### config.mk
export PLATFORM = sky130hd
export DESIGN_NAME = bit_population_counter_iter_flat
export DESIGN_NICKNAME = d
export VERILOG_FILES = /design/src/rtl/bit_population_counter_iter_if.sv /design/src/rtl/bit_population_counter_iter.sv /design/src/flat_wrapper.sv
export SDC_FILE = /design/constraint.sdc
export NUM_CORES = 1
export LEC_CHECK = 0
export CAP_MARGIN = 20
export CELL_PAD_IN_SITES_DETAIL_PLACEMENT = 1
export CELL_PAD_IN_SITES_GLOBAL_PLACEMENT = 2
export CORE_ASPECT_RATIO = 1.25
export CORE_UTILIZATION = 30
export DETAILED_ROUTE_END_ITERATION = 16
export PLACE_DENSITY = 0.72
export SYNTH_ARGS = -nofsm -noshare
export SYNTH_HDL_FRONTEND = slang
export SYNTH_SLANG_ARGS = --single-unit
### constraint.sdc
create_clock -name clk_i -period 3.3 [get_ports clk_i]
set_input_delay 0.66 -clock clk_i [delete_from_list [all_inputs] [get_ports clk_i]]
set_output_delay 0.66 -clock clk_i [all_outputs]
set_load 0.01 [all_outputs]
### src/rtl/bit_population_counter_iter_if.sv
// Producer/consumer bundle for the iterative population counter.
// Handshake: a word transfers on a rising edge where data_val_i and data_ready_o are both 1;
// data_val_o is a one-cycle pulse marking a fresh data_o and has no ready (the consumer cannot stall it).
interface bit_population_counter_iter_if #(
    parameter int WIDTH = 16
);
    localparam int OUT_W = $clog2(WIDTH) + 1;

    logic [WIDTH-1:0] data_i;
    logic             data_val_i;
    logic             count_zeros_i;
    logic             data_ready_o;
    logic [OUT_W-1:0] data_o;
    logic             data_val_o;
    logic             state_dbg;

    modport master (
        output data_i, data_val_i, count_zeros_i,
        input  data_ready_o, data_o, data_val_o, state_dbg
    );

    modport slave (
        input  data_i, data_val_i, count_zeros_i,
        output data_ready_o, data_o, data_val_o, state_dbg
    );
endinterface

### src/rtl/bit_population_counter_iter.sv
// Iterative popcount: latches one word, sums CHUNK bits per clock, pulses the total.
// Zero-count mode inverts before padding so pad bits never contribute.
module bit_population_counter_iter #(
    parameter int WIDTH = 16,
    parameter int CHUNK = 4
) (
    input  logic clk_i,
    input  logic arstn_i,
    bit_population_counter_iter_if.slave bus
);
    localparam int NCHUNK = (WIDTH + CHUNK - 1) / CHUNK;
    localparam int PAD_W  = NCHUNK * CHUNK;
    localparam int OUT_W  = $clog2(WIDTH) + 1;
    localparam int IDX_W  = (NCHUNK > 1) ? $clog2(NCHUNK) : 1;

    typedef enum logic {
        IDLE  = 1'b0,
        COUNT = 1'b1
    } state_t;

    state_t           state;
    logic [PAD_W-1:0] shreg;
    logic [OUT_W-1:0] acc;
    logic [IDX_W-1:0] idx;
    logic [OUT_W-1:0] result;
    logic             result_val;
    logic [OUT_W-1:0] chunk_cnt;
    logic [WIDTH-1:0] word;

    assign word = bus.count_zeros_i ? ~bus.data_i : bus.data_i;

    // The current chunk always sits in the low CHUNK bits of the shift register.
    always_comb begin
        chunk_cnt = '0;
        for (int i = 0; i < CHUNK; i++) begin
            chunk_cnt = chunk_cnt + OUT_W'(shreg[i]);
        end
    end

    always_ff @(posedge clk_i or negedge arstn_i) begin
        if (!arstn_i) begin
            state      <= IDLE;
            shreg      <= '0;
            acc        <= '0;
            idx        <= '0;
            result     <= '0;
            result_val <= 1'b0;
        end else begin
            result_val <= 1'b0;
            case (state)
                IDLE: begin
                    if (bus.data_val_i) begin
                        shreg <= PAD_W'(word);
                        acc   <= '0;
                        idx   <= '0;
                        state <= COUNT;
                    end
                end
                COUNT: begin
                    acc   <= acc + chunk_cnt;
                    idx   <= idx + IDX_W'(1);
                    shreg <= shreg >> CHUNK;
                    if (idx == IDX_W'(NCHUNK - 1)) begin
                        result     <= acc + chunk_cnt;
                        result_val <= 1'b1;
                        state      <= IDLE;
                    end
                end
                default: state <= IDLE;
            endcase
        end
    end

    assign bus.data_ready_o = (state == IDLE);
    assign bus.data_o       = result;
    assign bus.data_val_o   = result_val;
    assign bus.state_dbg    = state;
endmodule
### src/flat_wrapper.sv
// flat-port wrapper written by rule: the top's interface ports become plain ports
module bit_population_counter_iter_flat 
#(
    parameter int WIDTH = 16,
    parameter int CHUNK = 4
)
  (clk_i, arstn_i, bus_data_i, bus_data_val_i, bus_count_zeros_i, bus_data_ready_o, bus_data_o, bus_data_val_o, bus_state_dbg);
  bit_population_counter_iter_if #(.WIDTH(WIDTH)) bus_i ();
  input  logic clk_i;
  input  logic arstn_i;
  input wire logic [$bits(bus_i.data_i)-1:0] bus_data_i;
  input wire logic [$bits(bus_i.data_val_i)-1:0] bus_data_val_i;
  input wire logic [$bits(bus_i.count_zeros_i)-1:0] bus_count_zeros_i;
  output wire logic [$bits(bus_i.data_ready_o)-1:0] bus_data_ready_o;
  output wire logic [$bits(bus_i.data_o)-1:0] bus_data_o;
  output wire logic [$bits(bus_i.data_val_o)-1:0] bus_data_val_o;
  output wire logic [$bits(bus_i.state_dbg)-1:0] bus_state_dbg;
  assign bus_i.data_i = bus_data_i;
  assign bus_i.data_val_i = bus_data_val_i;
  assign bus_i.count_zeros_i = bus_count_zeros_i;
  assign bus_data_ready_o = bus_i.data_ready_o;
  assign bus_data_o = bus_i.data_o;
  assign bus_data_val_o = bus_i.data_val_o;
  assign bus_state_dbg = bus_i.state_dbg;
  bit_population_counter_iter #(.WIDTH(WIDTH), .CHUNK(CHUNK)) u_core (.clk_i(clk_i), .arstn_i(arstn_i), .bus(bus_i));
endmodule
==> flow_metrics.py <==
metrics = {
    "yosys": {
        "yosysWarnings": 0,
        "ys_async_sr_fraction_pct": 100,
        "netlist.area_leader.share_pct": 47.5,
        "netlist_top_cells_area": "sky130_fd_sc_hd__dfrtp_1, sky130_fd_sc_hd__xnor2_1, sky130_fd_sc_hd__nand2_1",
        "post_synth_num_cell_types": 28,
        "synth_top_cell_by_area": "sky130_fd_sc_hd__dfrtp_1",
        "syn_area_mm2": 0.00158,
        "synth_top_cells_by_count": "sky130_fd_sc_hd__dfrtp_1, sky130_fd_sc_hd__nand2_1, sky130_fd_sc_hd__o21ai_0",
        "syn_nets": 191,
        "syn_inst": 163,
        "synth-edff-count": 0,
        "synth_seq_area_share_pct": 47.5,
        "synthFlopType": "sky130_fd_sc_hd__dfrtp_1",
        "mean_instance_size_in_the_synthesized_netlist_um2": 9.70,
        "synth_seq_cells": 30,
    },
    "place": {
        "numPortBuffers": 27,
        "gpl_congestion": 0.757,
        "dp_cells": 246,
        "place_hpwl_um": 2420,
    },
    "routing": {
        "drt_first_iter_violations": 37,
        "num_vias": 1201,
        "detail_route.wl_per_cell_um": 12.9,
        "first_pass_iters": 2,
        "detail-route-antenna-nets": 0,
        "detail_route.drc_violations": 0,
        "drt_wl_total_um": 3260,
        "post_drt_via_cell_ratio": 4.75,
    },
    "critical_path": {
        "signal_arrival_time_at_the_worst_endpoint_ps": 2700,
        "required_time_of_the_critical_path_ps": 3460,
        "critical_path_class": "register to register",
        "worstPathMaxFanout": 2,
        "critical-path-slowest-cell": "sky130_fd_sc_hd__fa_1",
        "worstPathCellList": "ha_1 > inv_1 > fa_1 > inv_1 > ha_1 > inv_1 > fa_1 > nor2b_4 > o21ai_2 > xnor2_1 > mux2_4",
        "end_kind": "register",
        "path_common_cell": "sky130_fd_sc_hd__inv_1",
        "cp-start-kind": "register",
        "cp_slowest_stage_delay_ps": 430,
    },
    "pwr": {
        "worst_ir_drop_vdd_mv": 0.211,
        "power_density_mw_per_mm2": 797,
        "total_leakage_power_uw": 0.000876,
    },
    "clocking": {
        "clk_transition_reported_paths_ps": 60,
        "htree_num_levels": 2,
        "cts_hold_buffers": 0,
        "tritoncts": "built",
        "clkLatencyLatePin_ps": 270,
        "clock_tree.buffer_depth": 2,
        "cts-buffers-inserted": 5,
        "clock-sinks": 30,
        "clock-root-buffer": "sky130_fd_sc_hd__clkbuf_8",
        "cts_repair_resize_count": 0,
        "post-cts-setup-buffers": 0,
    },
    "sta": {
        "fin_crit_sh_pct": 77.0,
        "finalSetupTns_ps": 0,
        "timing.final.hold_violations": 0,
        "worst-slew-pin-transition_ps": 787,
        "max_slew_margin_pct": 47.3,
        "top_achievable_clock_speed_ghz": 0.393,
        "grt_setup_unrepaired": "no",
        "slew_viol_final": 0,
        "setup_viol": 0,
        "finClkSkew_ps": 7.05,
        "post-route-min-period_ps": 2540,
    },
    "final_layout": {
        "final_layout_size_suffix_gt1_share_pct": 7.33,
        "stdcell_count": 253,
        "antenna-diode-count": 0,
        "finish.net_count": 219,
        "layout.filler_cells": 599,
        "flow.area_growth_from_synthesis_pct": 24.4,
    },
    "die": {
        "fp.dieArea_mm2": 0.00557,
        "die_w_um": 66.9,
        "io_pins": 28,
        "initial_core_util_pct": 31.1,
        "core_region_area_mm2": 0.00508,
        "fp-row-count": 29,
        "die_height_um": 83.2,
    },
    "global_route": {
        "antenna_found_initial": 0,
        "first_global_vias": 1287,
        "grt_usage_pct": 13.8,
        "overflow": 0,
        "grt_max_degree": 38,
        "wire_length_of_the_first_global_routing_pass_um": 5750,
    },
    "min_path": {
        "type_of_the_tightest_min_delay_check": "register to register",
    },
    "run": {
        "maxCapViolations": 0,
    },
    "run_status": {
        "run_status": "finished clean",
    },
}
## metal layers
metal,part of all wire (%),track usage [%]
met4,1.1,5.22
met3,3.7,4.12
met1,40,14.7
met2,56,24.6
met5,0,0
## final cells by class
cell class	count	area, um2	share of cell area [%]
clock buffer	7	76.3	3.88
inverter	10	37.5	1.91
multi-input combinational	113	724	36.8
sequential	30	751	38.2
tap	62	77.6	3.94
timing repair buffer	31	300	15.3
## cells in the final DEF (no fill, tap or decap), drive strengths merged
cell,count
xor2,2
a211oi,4
inv,10
and3,1
fa,2
nand3b,1
nand3,1
nor2,6
nor2b,1
dfrtp,30
mux2,2
o21ai,31
a21o,2
a21oi,3
clkbuf,7
buf,4
clkdlybuf4s50,27
ha,6
xnor2,17
nand2,31
a22o,1
o31ai,2
## worst paths after layout
check                                      from                    to  slack, ps  depth (start not counted)
hold / removal             u_core.bus.data_o[1]  u_core.bus.data_o[1]        480                          2
setup reg to reg                u_core.shreg[0]  u_core.bus.data_o[4]        760                         11
setup / recovery                u_core.shreg[0]  u_core.bus.data_o[4]        760                         11
max in group asynchronous               arstn_i       u_core.shreg[0]       2220                          2
hold reg to reg            u_core.bus.data_o[1]  u_core.bus.data_o[1]        480                          2
min in group asynchronous               arstn_i  u_core.bus.data_o[2]        780                          2
## sequential cells by signal, indices dropped and copies added, names as in the netlist
signal / flops
u_core.bus.data_o: 5
u_core.idx: 2
u_core.bus.data_val_o: 1
u_core.acc: 5
u_core.shreg: 16
u_core.bus.state_dbg: 1
## kinds of logic after synthesis
| kind of cell | after synthesis | share of synthesized area, % |
|---|---|---|
| xor gates and xnor gates | 19 | 10.5 |
| AOI/OAI and AO/OA | 43 | 15.3 |
| buffers and inverters | 20 | 6.72 |
| DFF | 30 | 47.5 |
| and+or+nand+nor | 41 | 11.0 |
| adders and majority gates | 8 | 7.28 |
| muxes | 2 | 1.66 |
## power by group
part / switching (uW) / internal (uW)
Clock: 127 / 145
Combinational: 371 / 329
Sequential: 77.2 / 519
## stage by stage
stage / hold slack, ps / util (%) / area [um2] / power, uW / setup WS (ps)
after global placement: 465 / 37.2 / 1890 / 1290 / 815
after CTS: 484 / 38.7 / 1970 / 1610 / 742
final: 477 / 38.7 / 1970 / 1570 / 758
after global routing: 493 / 38.7 / 1970 / 1730 / 596
after floorplan: 364 / - / 1580 / 1080 / 863
after detailed placement: 470 / 37.2 / 1890 / 1330 / 731
## worst max-delay path, delay by kind of cell (launching register included)
kind | cells | cell delay [ps]
compound gates | 1 | 60
xor+xnor | 1 | 140
buf+inv | 3 | 180
fa+ha+maj | 4 | 1290
mux | 1 | 260
simple gates | 1 | 140
flops | 1 | 380
No activity file was read; power rests on OpenSTA's default activity.
